<file path="src/rtl/spiflash_pkg.sv">
// Shared opcodes, mode constant and FSM state type for the SPI flash responder.
package spiflash_pkg;

  localparam logic [7:0] CMD_READ  = 8'h03;
  localparam logic [7:0] CMD_FAST  = 8'h0B;
  localparam logic [7:0] CMD_QREAD = 8'hEB;
  localparam logic [7:0] CMD_WAKE  = 8'hAB;
  localparam logic [7:0] CMD_RST   = 8'hFF;

  localparam logic [1:0] CRM_EN = 2'b10;

  typedef enum logic [2:0] {
    ST_IDLE,
    ST_CMD,
    ST_ADDR,
    ST_MODE,
    ST_DUMMY,
    ST_DATA,
    ST_IGNORE
  } state_t;

  function automatic logic is_read_cmd(input logic [7:0] op);
    return (op == CMD_READ) || (op == CMD_FAST) || (op == CMD_QREAD);
  endfunction

  function automatic logic is_known_cmd(input logic [7:0] op);
    return is_read_cmd(op) || (op == CMD_WAKE) || (op == CMD_RST);
  endfunction

endpackage

</file>
<file path="src/rtl/spiflash_responder_sync.sv">
// Two-flop synchroniser for the flash pins plus edge detection on csb and clk.
module spi_in_sync
  import spiflash_pkg::*;
(
  input  logic       clk,
  input  logic       rstn,
  input  logic       csb_in,
  input  logic       sclk_in,
  input  logic [3:0] io_in,
  output logic       clk_rise,
  output logic       clk_fall,
  output logic       csb_rise,
  output logic       csb_fall,
  output logic [3:0] io_s
);

  logic [2:0] csb_p;
  logic [2:0] clk_p;
  logic [3:0] io_m;

  // csb history resets to "selected" so a deasserted pin after reset only
  // yields a harmless rise, never a spurious transaction start.
  always_ff @(posedge clk) begin
    if (!rstn) begin
      csb_p <= '0;
      clk_p <= '0;
      io_m  <= '0;
      io_s  <= '0;
    end else begin
      csb_p <= {csb_p[1:0], csb_in};
      clk_p <= {clk_p[1:0], sclk_in};
      io_m  <= io_in;
      io_s  <= io_m;
    end
  end

  assign clk_rise = clk_p[1] & ~clk_p[2];
  assign clk_fall = ~clk_p[1] & clk_p[2];
  assign csb_rise = csb_p[1] & ~csb_p[2];
  assign csb_fall = ~csb_p[1] & csb_p[2];

endmodule

</file>
<file path="src/rtl/spiflash_responder.sv">
// QSPI flash emulator: decodes read commands from the SoC flash master and
// serves bytes from a synchronous ROM port on the flash IO lines.
module spiflash_responder
  import spiflash_pkg::*;
#(
  parameter int unsigned ADDR_W     = 16,
  parameter int unsigned DUMMY_FAST = 8,
  parameter int unsigned DUMMY_QUAD = 4
) (
  input  logic              core_clk,
  input  logic              core_rstn,
  input  logic              flash_csb,
  input  logic              flash_clk,
  input  logic [3:0]        flash_io_di,
  output logic [3:0]        flash_io_do,
  output logic [3:0]        flash_io_oeb,
  output logic              mem_rd,
  output logic [ADDR_W-1:0] mem_addr,
  input  logic [7:0]        mem_rdata,
  output logic              busy,
  output logic              cmd_err,
  output logic [7:0]        last_cmd
);

  state_t state, next_state;

  logic              clk_rise, clk_fall, csb_rise, csb_fall;
  logic [3:0]        io_s;
  logic [4:0]        cnt;
  logic [2:0]        bcnt;
  logic              quad;
  logic              crm;
  logic              rd_q;
  logic [7:0]        op;
  logic [6:0]        cmd_sh;
  logic [ADDR_W-2:0] addr_sh;
  logic [7:0]        pre;
  logic [6:0]        sh;

  logic [7:0]        cmd_word;
  logic [ADDR_W-1:0] addr_word;
  logic [4:0]        addr_last;
  logic [4:0]        dummy_last;
  logic [2:0]        byte_last;
  logic              load;
  logic [7:0]        shift_src;

  spi_in_sync u_sync (
    .clk      (core_clk),
    .rstn     (core_rstn),
    .csb_in   (flash_csb),
    .sclk_in  (flash_clk),
    .io_in    (flash_io_di),
    .clk_rise (clk_rise),
    .clk_fall (clk_fall),
    .csb_rise (csb_rise),
    .csb_fall (csb_fall),
    .io_s     (io_s)
  );

  // Only the low ADDR_W bits of the flash address are ever kept.
  assign cmd_word   = {cmd_sh, io_s[0]};
  assign addr_word  = quad ? {addr_sh[ADDR_W-5:0], io_s} : {addr_sh, io_s[0]};
  assign addr_last  = quad ? 5'd5 : 5'd23;
  assign dummy_last = quad ? 5'(DUMMY_QUAD - 1) : 5'(DUMMY_FAST - 1);
  assign byte_last  = quad ? 3'd1 : 3'd7;
  assign load       = (bcnt == 3'd0);
  assign shift_src  = load ? pre : (quad ? {sh[3:0], 4'b0000} : {sh, 1'b0});

  always_ff @(posedge core_clk) begin
    if (!core_rstn) state <= ST_IDLE;
    else            state <= next_state;
  end

  always_comb begin
    next_state = state;
    if (csb_rise) begin
      next_state = ST_IDLE;
    end else begin
      case (state)
        ST_IDLE:
          if (csb_fall) next_state = crm ? ST_ADDR : ST_CMD;
        ST_CMD:
          if (clk_rise && cnt == 5'd7)
            next_state = is_read_cmd(cmd_word) ? ST_ADDR : ST_IGNORE;
        ST_ADDR:
          if (clk_rise && cnt == addr_last) begin
            if (op == CMD_READ)      next_state = ST_DATA;
            else if (op == CMD_FAST) next_state = ST_DUMMY;
            else                     next_state = ST_MODE;
          end
        ST_MODE:
          if (clk_rise && cnt == 5'd1) next_state = ST_DUMMY;
        ST_DUMMY:
          if (clk_rise && cnt == dummy_last) next_state = ST_DATA;
        default: next_state = state;
      endcase
    end
  end

  always_comb begin
    busy = (state != ST_IDLE) && (state != ST_IGNORE);
  end

  always_ff @(posedge core_clk) begin
    if (!core_rstn) begin
      flash_io_do  <= '0;
      flash_io_oeb <= '1;
      mem_rd       <= 1'b0;
      mem_addr     <= '0;
      cmd_err      <= 1'b0;
      last_cmd     <= '0;
      crm          <= 1'b0;
      cnt          <= '0;
      bcnt         <= '0;
      quad         <= 1'b0;
      rd_q         <= 1'b0;
      op           <= '0;
      cmd_sh       <= '0;
      addr_sh      <= '0;
      pre          <= '0;
      sh           <= '0;
    end else begin
      mem_rd <= 1'b0;
      rd_q   <= mem_rd;
      if (rd_q) pre <= mem_rdata;

      if (next_state != state) cnt <= '0;
      else if (clk_rise)       cnt <= cnt + 5'd1;

      if (csb_rise) begin
        flash_io_oeb <= '1;
        flash_io_do  <= '0;
        // Continuous-read mode survives only a quad transaction that got to data.
        if (!(state == ST_DATA && quad)) crm <= 1'b0;
      end else begin
        case (state)
          ST_IDLE:
            if (csb_fall) begin
              bcnt <= '0;
              if (crm) begin
                quad <= 1'b1;
                op   <= CMD_QREAD;
              end
            end
          ST_CMD:
            if (clk_rise) begin
              cmd_sh <= cmd_word[6:0];
              if (cnt == 5'd7) begin
                last_cmd <= cmd_word;
                op       <= cmd_word;
                quad     <= (cmd_word == CMD_QREAD);
                if (!is_known_cmd(cmd_word)) cmd_err <= 1'b1;
              end
            end
          ST_ADDR:
            if (clk_rise) begin
              addr_sh <= addr_word[ADDR_W-2:0];
              if (cnt == addr_last) begin
                mem_addr <= addr_word;
                mem_rd   <= 1'b1;
              end
            end
          ST_MODE:
            if (clk_rise && cnt == 5'd0) crm <= (io_s[1:0] == CRM_EN);
          ST_DATA:
            if (clk_fall) begin
              sh           <= shift_src[6:0];
              bcnt         <= (bcnt == byte_last) ? 3'd0 : bcnt + 3'd1;
              flash_io_oeb <= quad ? 4'h0 : 4'b1101;
              flash_io_do  <= quad ? shift_src[7:4] : {2'b00, shift_src[7], 1'b0};
              // Each byte load consumes the prefetch and fetches the next byte.
              if (load) begin
                mem_addr <= mem_addr + ADDR_W'(1);
                mem_rd   <= 1'b1;
              end
            end
          default: ;
        endcase
      end
    end
  end

endmodule

</file>
<file path="config.mk">
export PLATFORM = sky130hd
export DESIGN_NAME = spiflash_responder
export DESIGN_NICKNAME = d
export VERILOG_FILES = /design/src/rtl/spiflash_pkg.sv /design/src/rtl/spiflash_responder_sync.sv /design/src/rtl/spiflash_responder.sv
export SDC_FILE = /design/constraint.sdc
export NUM_CORES = 1
export LEC_CHECK = 0
export CORE_MARGIN = 3
export CORE_UTILIZATION = 57
export CTS_CLUSTER_DIAMETER = 200
export DETAILED_ROUTE_END_ITERATION = 6
export PLACE_DENSITY_LB_ADDON = 0.25
export SLEW_MARGIN = 10
export SYNTH_ARGS = -nofsm -noshare
export SYNTH_HDL_FRONTEND = slang
export SYNTH_SLANG_ARGS = --single-unit
export TNS_END_PERCENT = 5
</file>
<file path="constraint.sdc">
create_clock -name core_clk -period 2.6 [get_ports core_clk]
set_input_delay 0.65 -clock core_clk [delete_from_list [all_inputs] [get_ports core_clk]]
set_output_delay 0.65 -clock core_clk [all_outputs]
set_load 0.03 [all_outputs]
</file>
==> flow_metrics.env <==
export IMPL_placedInstanceArea_um2=5512
export IMPL_summed_area_of_non_filler_cells_in_the_final_layout_um2=5709
export IMPL_synth_xor_area_share_pct=0.8881
export IMPL_hp_class="register to register"
export IMPL_yosys_warnings=0
export IMPL_fp_row_count=33
export IMPL_vias_per_cell=6.086
export IMPL_ir_worst_vdd_mv=0.4049
export IMPL_yosys_mux_area_fraction_pct=7.790
export IMPL_clock_tree_buffer_depth=2
export IMPL_clkLatencyLatePin_ns=0.37
export IMPL_tritoncts_clock_tree="done"
export IMPL_totalWireLength_um=11830
export IMPL_distinct_cells_synth=66
export IMPL_gr_total_overflow=0
export IMPL_synth_area_in_adders_pct=1.522
export IMPL_final_setup_skew_ns=0.006573
export IMPL_clk_root_buffer_cell="sky130_fd_sc_hd__clkbuf_8"
export IMPL_detail_route_antenna_nets=0
export IMPL_initial_antenna_violation_count=0
export IMPL_period_share_pct=97.31
export IMPL_fin_max_slew_vios=0
export IMPL_synth_sequential_area_ratio_pct=42.63
export IMPL_synth_async_reset_ratio_pct=0
export IMPL_post_route_min_period_ns=2.530
export IMPL_total_vias_in_the_final_route=4364
export IMPL_area_growth_syn_to_layout_pct=15.78
export IMPL_diodes=0
export IMPL_grt_first_pass_wirelength_um=20080
export IMPL_share_of_the_synthesized_area_in_compound_gates_ao_oa_aoi_oai_pct=18.37
export IMPL_worst_slew_pin_slew_ns=0.7526
export IMPL_initial_util_pct=59.42
export IMPL_maxCapViolCount=0
export IMPL_layout_drive_gt1_share_pct=8.987
export IMPL_drt_drc_violations_left=0
export IMPL_maxSlewHeadroom_pct=49.64
export IMPL_drtIter0Drc=223
export IMPL_postSynthNetCount=596
export IMPL_synth_simple_gate_area_share_pct=24.05
export IMPL_global_route_usage_total_pct=24.81
export IMPL_avgRoutedWirePerCell_um=16.50
export IMPL_timing_hold_violations_final=0
export IMPL_yosys_most_used_dff="sky130_fd_sc_hd__dfxtp_1"
export IMPL_port_buffers=50
export IMPL_synthesis_area_um2=4931
export IMPL_floorplan_die_width_um=99.01
export IMPL_die_area_um2=9803
export IMPL_post_cts_buffers=0
export IMPL_ys_ff_latch=105
export IMPL_cp_required_ns=1.95
export IMPL_cts_buffers_inserted=9
export IMPL_yosys_area_top_type_share_pct=42.63
export IMPL_core_area_um2=8299
export IMPL_fillCellCount=694
export IMPL_grt_pass1_vias=4156
export IMPL_critPathMaxStageDelay_ns=0.58
export IMPL_cp_cell_sequence="or2_2 > a21o_1 > clkdlybuf4s50_1"
export IMPL_run_status="complete, no violations"
export IMPL_synth_area_leaders="sky130_fd_sc_hd__dfxtp_1, sky130_fd_sc_hd__mux2i_1, sky130_fd_sc_hd__nor2_1"
export IMPL_hold_buffers=0
export IMPL_grt_setup_unrepaired="no"
export IMPL_die_h_um=99.01
export IMPL_post_synth_inst_count=574
export IMPL_cp_max_fo=8
export IMPL_synth_top_family_by_area="simple AND/OR/NAND/NOR gates"
export IMPL_synth_enable_flop_cells=0
export IMPL_achievable_frequency_mhz=395.3
export IMPL_tritoncts_num_sinks=105
export IMPL_place_gp_congestion=0.9714
export IMPL_count_of_pins_on_the_block_boundary=51
export IMPL_startpoint_kind_of_the_worst_setup_timing_path="register"
export IMPL_pwrdens_nw_per_um2=473.5
export IMPL_ctsHtreeMaxLevel=3
export IMPL_slowest_stage="sky130_fd_sc_hd__clkdlybuf4s50_1"
export IMPL_grt_start_max_net_pins=32
export IMPL_timing_worst_setup_path_type="register to primary output"
export IMPL_crit_buf_inv=1
export IMPL_fin_total_pwr_mw=2.703
export IMPL_fin_setup_tns_ns=0
export IMPL_num_nets_final=629
export IMPL_setup_violations=0
export IMPL_leakage_nw=2.032
export IMPL_dpl_hpwl_um=8328
export IMPL_post_synth_top_area_cell="sky130_fd_sc_hd__dfxtp_1"
export IMPL_worst_ep_arrival_time_ns=1.88
export IMPL_setup_worst_path_end_class="primary output"
export IMPL_cts_clk_slew_worst_paths_ns=0.10
export IMPL_worst_path_dominant_cell_family="buffers and inverters"
export IMPL_detailedRoute_firstPassIterationCount=5
export IMPL_synthesis_area_per_instance_um2=8.591
[metal layers]
layer  GRT usage, %  wire length (um)
met4          9.979               343
met5              0                 0
met1          33.67              5304
met3          4.954               599
met2          38.74              5585
[sequential cells by signal (all words and copies together), names as in the netlist, 4 cells and up]
| name | count |
|---|---|
| mem_addr | 16 |
| addr_sh | 15 |
| last_cmd | 8 |
| op | 8 |
| pre | 8 |
| cmd_sh | 7 |
| sh | 7 |
| cnt | 5 |
| flash_io_do | 4 |
| u_sync.io_m | 4 |
| u_sync.io_s | 4 |
[cell usage after synthesis, types with 3 or more instances]
cell type / number
sky130_fd_sc_hd__ha_1: 6
sky130_fd_sc_hd__buf_2: 7
sky130_fd_sc_hd__o21ai_0: 19
sky130_fd_sc_hd__a22oi_1: 3
sky130_fd_sc_hd__a211oi_1: 19
sky130_fd_sc_hd__inv_1: 8
sky130_fd_sc_hd__xnor2_1: 4
sky130_fd_sc_hd__buf_4: 3
sky130_fd_sc_hd__mux2_2: 3
sky130_fd_sc_hd__nor4_1: 4
sky130_fd_sc_hd__nand2b_1: 6
sky130_fd_sc_hd__buf_1: 4
sky130_fd_sc_hd__or2_2: 3
sky130_fd_sc_hd__nor2_1: 71
sky130_fd_sc_hd__mux2i_1: 35
sky130_fd_sc_hd__o31ai_1: 3
sky130_fd_sc_hd__a21oi_1: 42
sky130_fd_sc_hd__dfxtp_1: 105
sky130_fd_sc_hd__a41oi_1: 3
sky130_fd_sc_hd__nand2_1: 54
sky130_fd_sc_hd__nand3b_1: 3
sky130_fd_sc_hd__nand3_1: 12
sky130_fd_sc_hd__o221a_2: 8
sky130_fd_sc_hd__a31oi_1: 7
sky130_fd_sc_hd__and2_1: 20
sky130_fd_sc_hd__and3_1: 7
sky130_fd_sc_hd__nor3b_1: 7
sky130_fd_sc_hd__clkbuf_1: 28
sky130_fd_sc_hd__nor3_1: 15
sky130_fd_sc_hd__nor2b_1: 6
sky130_fd_sc_hd__o211ai_1: 4
sky130_fd_sc_hd__nand4_1: 9
[stage by stage]
| step | cells | hold slack [ns] | worst slack (ns) | util, % |
|---|---|---|---|---|
| 6_report | 717 | 0.4469 | 0.07006 | 68.79 |
| 5_1_grt | 717 | 0.4573 | 0.01801 | 68.79 |
| 4_1_cts | 717 | 0.4460 | 0.05588 | 68.67 |
| 3_5_place_dp | 701 | 0.4215 | 0.1871 | 66.41 |
| 3_3_place_gp | 701 | 0.4150 | 0.2759 | 66.41 |
| 2_1_floorplan | 574 | 0.4119 | 0.5919 | - |
[worst paths after layout]
check                    to           start  cells past startpoint  slack, ns
max                    busy        state[1]                      3       0.07
min          u_sync.io_s[0]  u_sync.io_m[0]                      1       0.45
max reg2reg     mem_addr[7]        state[0]                      6       0.36
min reg2reg  u_sync.io_s[0]  u_sync.io_m[0]                      1       0.45
[where the power goes]
group | leakage [nW] | switching, mW | internal, mW | total [mW]
Sequential | 0.849 | 0.00941 | 1.62 | 1.63
Combinational | 1.10 | 0.0565 | 0.0480 | 0.104
Clock | 0.0859 | 0.605 | 0.367 | 0.972
[what timing repair did]
action	CTS	global route
gates cloned	0	0
setup endpoints to repair	1	8
gates resized for setup	1	2
[cell families after synthesis]
group           Yosys count
simple gates            233
compound gates          134
fa+ha+maj                 6
mux                      38
flops                   105
buf+inv                  53
xor+xnor                  5
[layout make-up]
class / count / area, um^2 / area share [%]
Tap cell: 105 / 131.4 / 2.301
Multi-Input combinational cell: 416 / 2606 / 45.65
Timing Repair Buffer: 66 / 645.6 / 11.31
Sequential cell: 105 / 2106 / 36.88
Inverter: 9 / 33.78 / 0.5917
Clock inverter: 7 / 62.56 / 1.096
Clock buffer: 9 / 123.9 / 2.170
[placed cells by master, fill, tap and decap left out, types with 4 or more instances in the layout]
cell type / netlist / final
sky130_fd_sc_hd__clkdlybuf4s50_1: 0 / 50
sky130_fd_sc_hd__o211ai_1: 4 / 4
sky130_fd_sc_hd__mux2i_1: 35 / 35
sky130_fd_sc_hd__buf_4: 3 / 14
sky130_fd_sc_hd__o21ai_0: 19 / 19
sky130_fd_sc_hd__and3_1: 7 / 7
sky130_fd_sc_hd__dfxtp_1: 105 / 104
sky130_fd_sc_hd__nor3_1: 15 / 15
sky130_fd_sc_hd__nor3b_1: 7 / 7
sky130_fd_sc_hd__ha_1: 6 / 6
sky130_fd_sc_hd__xnor2_1: 4 / 4
sky130_fd_sc_hd__nand3_1: 12 / 12
sky130_fd_sc_hd__a31oi_1: 7 / 7
sky130_fd_sc_hd__a211oi_1: 19 / 19
sky130_fd_sc_hd__nand2_1: 54 / 54
sky130_fd_sc_hd__o221a_2: 8 / 8
sky130_fd_sc_hd__clkbuf_8: 0 / 9
sky130_fd_sc_hd__nand4_1: 9 / 9
sky130_fd_sc_hd__a21oi_1: 42 / 42
sky130_fd_sc_hd__nand2b_1: 6 / 6
sky130_fd_sc_hd__inv_1: 8 / 8
sky130_fd_sc_hd__nor2_1: 71 / 71
sky130_fd_sc_hd__nor2b_1: 6 / 6
sky130_fd_sc_hd__and2_1: 20 / 20
sky130_fd_sc_hd__nor4_1: 4 / 4
Note: power is estimated with default switching activity, not from simulation.
==> RTL edit 1, RTL diff (config.mk and constraints unchanged) <==
Register the inputs `flash_csb`, `flash_io_di` and `mem_rdata` before use, without a reset. The logic sees them one clock later.
--- a/src/rtl/spiflash_responder.sv
+++ b/src/rtl/spiflash_responder.sv
@@ -21,6 +21,16 @@
   output logic              cmd_err,
   output logic [7:0]        last_cmd
 );
+
+  logic flash_csb_q;
+  logic [3:0] flash_io_di_q;
+  logic [7:0] mem_rdata_q;
+
+  always_ff @(posedge core_clk) begin
+    flash_csb_q   <= flash_csb;
+    flash_io_di_q <= flash_io_di;
+    mem_rdata_q   <= mem_rdata;
+  end
 
   state_t state, next_state;
 
@@ -48,9 +58,9 @@
   spi_in_sync u_sync (
     .clk      (core_clk),
     .rstn     (core_rstn),
-    .csb_in   (flash_csb),
+    .csb_in   (flash_csb_q),
     .sclk_in  (flash_clk),
-    .io_in    (flash_io_di),
+    .io_in    (flash_io_di_q),
     .clk_rise (clk_rise),
     .clk_fall (clk_fall),
     .csb_rise (csb_rise),
@@ -123,7 +133,7 @@
     end else begin
       mem_rd <= 1'b0;
       rd_q   <= mem_rd;
-      if (rd_q) pre <= mem_rdata;
+      if (rd_q) pre <= mem_rdata_q;
 
       if (next_state != state) cnt <= '0;
       else if (clk_rise)       cnt <= cnt + 5'd1;
Check against the original RTL: not equivalent (Yosys sat finds a counterexample within 10 cycles, from zero or initial values and one cycle with core_rstn low).
==> RTL edit 1 against the unedited design <==
  * Cell area rose by 11%
  * Synthesized cell count rose by 0.35%
  * Combinational power fell by 7%
  * Synthesized area rose by 6.3%
  * Largest cell class unchanged
  * Sequential cell count rose by 13
  * Worst setup slack improved by 0.19 ns
  * Cell count rose by 2.8%
  * Sequential share of layout area rose by 0.25 points
  * Power rose by 54%
  * Clock skew barely moved
  * Routed wire length fell by 0.25%
  * Maximum frequency rose by 8.1%
==> RTL edit 1: results (changes against the unedited design) <==
* Seq/Total Area, Yosys at 45.1% (+2.4 points)
* Status: finished clean
* Syn Nets at 598 (+0.34%)
* First-pass GRT wire length at 19.5 mm (-3.1%)
* Met3 global-route usage at 5.32% (+0.37 points)
* Layout cell share with drive strength beyond 1 at 10.8% (+1.8 points)
* Largest net degree at the start of global routing at 43 (+34%)
* Maximum fanout along the worst path at 11 (+3)
* H-tree lvl count at 4 (+1)
* Final-layout fill cell count at 633 (-8.8%)
* Sw Ratio at 23.0% (-1.9 points)
* Crit path DAT at 1.69 ns (-0.19 ns)
* Peak supply drop at 679 uV (+68%)
* WL met1 at 5.31 mm (+0.15%)
* Flop pwr share at 44.4% (-16 points)
* Inserted Clock Buffers at 17 (+8)
* Grt met1 use at 32.6% (-1.1 points)
* Gpl congestion at 0.814 (-16%)
* Least-Margin Pin Slew at 0.567 ns (-0.186 ns)
* Post-DP HPWL at 8.05 mm (-3.4%)
* Wirelength per Cell at 16.0 um (-3.0%)
* Power share of the clock group at 53.3% (+17 points)
* Post-DR vias/cell at 5.86 (-3.8%)
* Bufs on Longest Clock Path at 2 (unchanged)
* Worst skew pair latency at 0.51 ns (+0.14 ns)
* Hold_sp: u_sync.io_m[1]
* Clock Skew at 0.00616 ns (-0.000411 ns)
* Largest cells by area after synthesis: dfxtp_1, mux2i_1, nand2_1
* Synth unique cells at 60 (-9.1%)
* Leakage at 2.51 nW (+24%)
* GRT met2 Usage at 37.3% (-1.5 points)
* PD cells at 652 mW/mm2 (+38%)
==> RTL edit 1: changes by cell type after synthesis, sizes merged, moves of 5 or more <==
cell,change
nor2,-27
nand2,+8
a21oi,-14
dfxtp,+13
nor3b,+7
nand4,-5
o211a,+14
a21boi,+16
a211oi,-15
nor2b,+22
==> RTL edit 1: final timing paths <==
check | to | slack, ns | cells past startpoint
setup / recovery | busy | 0.26 | 3
hold / removal | u_sync.io_s[1] | 0.43 | 1
setup reg to reg | mem_addr[0] | 0.43 | 7
hold reg to reg | u_sync.io_s[1] | 0.43 | 1
==> RTL edit 1: logic make-up after synthesis <==
| logic type | Yosys count | share of synthesized area, % |
|---|---|---|
| compound gates | 126 | 17.3 |
| xor+xnor | 6 | 1.00 |
| fa+ha+maj | 6 | 1.43 |
| buf+inv | 52 | 4.30 |
| flops | 118 | 45.1 |
| mux | 37 | 7.09 |
| simple gates | 231 | 23.8 |
==> RTL edit 1: metrics by stage <==
stage,area [um2],setup slack (ns),cells,hold WS [ns],util [%]
after floorplan,5240,0.497,576,0.412,-
after global placement,5790,0.415,705,0.416,65.8
after detailed placement,5790,0.415,705,0.422,65.8
after CTS,6360,0.244,737,0.435,72.3
after global routing,6360,0.136,737,0.454,72.3
final,6360,0.260,737,0.435,72.3
==> RTL edit 1: repair_timing <==
action,4_1_cts,5_1_grt
setup endpoints to repair,1,0
hold endpoints to repair,0,0
gates resized for setup,2,0
hold buffers,0,0
==> RTL edit 1: critical path, cell delays in order, from the launching register on <==
cell	delay, ns
dfxtp_1	0.49
nand2_1	0.14
a21o_1	0.20
dlygate4sd2_1	0.35
==> RTL edit 1: layout make-up <==
cell class,count,share of cell area [%]
multi-input combinational,406,41.7
sequential,118,37.1
timing repair buffer,63,9.49
clock buffer,18,6.72
clock inverter,14,2.24
tap,108,2.12
inverter,10,0.590
==> RTL edit 2, RTL diff (same settings) <==
Made on the original files. The parameter `ADDR_W` goes from 16 to 17.
--- a/src/rtl/spiflash_responder.sv
+++ b/src/rtl/spiflash_responder.sv
@@ -3,7 +3,7 @@
 module spiflash_responder
   import spiflash_pkg::*;
 #(
-  parameter int unsigned ADDR_W     = 16,
+  parameter int unsigned ADDR_W     = 17,
   parameter int unsigned DUMMY_FAST = 8,
   parameter int unsigned DUMMY_QUAD = 4
 ) (
Ports: changed (resized mem_addr); port bits go from 51 to 52. The function was not compared with the original's and may differ.
==> RTL edit 2 against the unedited design <==
  * Cell count grew 4.0%
  * Power grew 9.1%
  * Core utilization shrank 0.41 points
  * Register-to-register slack gained 0.09 ns
  * Cell area grew 5.5%
  * Sequential cell count grew 2
  * Worst setup slack gained 0.036 ns
  * First-iteration DRC count shrank 4.0%
  * Via count grew 1.3%
  * Routed wire length shrank 0.98%
  * Synthesized area grew 5.5%
  * Critical path type unchanged
==> RTL edit 2: results (changes against the unedited design) <==
* Pwr Total at 2.95 mW (+9.1%)
* Maximum fanout along the worst path at 11 (+3)
* Clkbuf count at 10 (+1)
* Layout cell share with drive strength beyond 1 at 8.31% (-0.68 points)
* Drt initial violations at 214 (-4.0%)
* Status: finished clean
* Total Nets Final at 655 (+4.1%)
* Dpl ws at 0.443 ns (+0.256 ns)
* Fmax at 0.401 GHz (+1.4%)
* Multi-input gates at 439 (+5.5%)
* Post-Route WL at 11.7 mm (-0.98%)
* H-tree lvl count at 3 (unchanged)
* Largest cells by area after synthesis: dfxtp_1, mux2i_1, nand2_1
* Port bufs at 51 (+2.0%)
* Largest net degree at the start of global routing at 40 (+25%)
* CP peak stage delay at 0.67 ns (+0.09 ns)
* Final-layout fill cell count at 708 (+2.0%)
* Root Driver: clkbuf_8
* Number of global-route vias before repair at 4120 (-0.87%)
* Nonclk inv count at 10 (+1)
* Seq/total area at 35.6% (-1.3 points)
* Synth top cells by count: dfxtp_1, nand2_1, nor2_1, mux2i_1
* Clk sink count at 107 (+1.9%)
* Area after DPL at 0.00578 mm2 (+4.9%)
* Clock Skew at 0.0133 ns (+0.00670 ns)
* Drt pass-1 iters at 4 (-1)
* Met3 wire len at 668 um (+12%)
* Total number of vias at 4419 (+1.3%)
* CP endpoint: busy
* Leakage at 2.38 nW (+17%)
* Hold WS at 0.435 ns (-0.0120 ns)
* Syn Nets at 620 (+4.0%)
* Final hold vios at 0 (unchanged)
* Synth unique cells at 63 (-4.5%)
* Met2 WL at 5.62 mm (+0.59%)
* Gpl congestion at 0.919 (-5.4%)
* Clock-net power at 1.18 mW (+21%)
* Post-DP HPWL at 8.29 mm (-0.50%)
* WL met1 at 5.26 mm (-0.92%)
* Post-DR vias/cell at 5.92 (-2.7%)
* Post-Synthesis Cells at 598 (+4.2%)
* Hold EP: u_sync.clk_p[1]
* Critical Path Start: state[0]
* GRT met2 Usage at 39.6% (+0.90 points)
* Seq/Total Area, Yosys at 41.2% (-1.4 points)
* Hold_sp: u_sync.clk_p[0]
* Post-CTS sizing at 0 (-1)
* First-pass GRT wire length at 19.9 mm (-1.0%)
* P_int at 2.27 mW (+12%)
* Proportion of cell area occupied by multi-input gates at 47.1% (+1.5 points)
* Cells after DPL at 730 (+4.1%)
* Area of the multi-input gates at 0.00284 mm2 (+8.9%)
* Crit path DAT at 1.84 ns (-0.04 ns)
* Buffer share of cell area at 10.5% (-0.84 points)
* Slew HR at 54.2% (+4.5 points)
* GRT Total Usage at 23.9% (-0.88 points)
* Met3 global-route usage at 5.10% (+0.14 points)
[RTL edit 2: cell types whose count changed after synthesis, moves of 4 or more]
| cell | delta |
|---|---|
| o211a_1 | +22 |
| a211oi_1 | -18 |
| nor2_1 | -18 |
| nand2_1 | +17 |
| a21boi_0 | +16 |
| nor2b_1 | +15 |
| o21ai_0 | +12 |
| a21oi_1 | -11 |
| nor3_1 | -5 |
| nand3_1 | +4 |
| nand3b_1 | +4 |
| nor3b_1 | -4 |
[RTL edit 2: kinds of logic (layout without fill, tap and decap cells)]
| family | count (synthesis) | in the layout | synth area share [%] |
|---|---|---|---|
| DFF | 107 | 107 | 41.2 |
| buffers and inverters | 52 | 92 | 4.33 |
| muxes | 38 | 38 | 7.31 |
| xor gates and xnor gates | 5 | 5 | 0.842 |
| adders and majority gates | 6 | 6 | 1.44 |
| and+or+nand+nor | 245 | 245 | 24.7 |
| AOI/OAI and AO/OA | 145 | 145 | 20.2 |
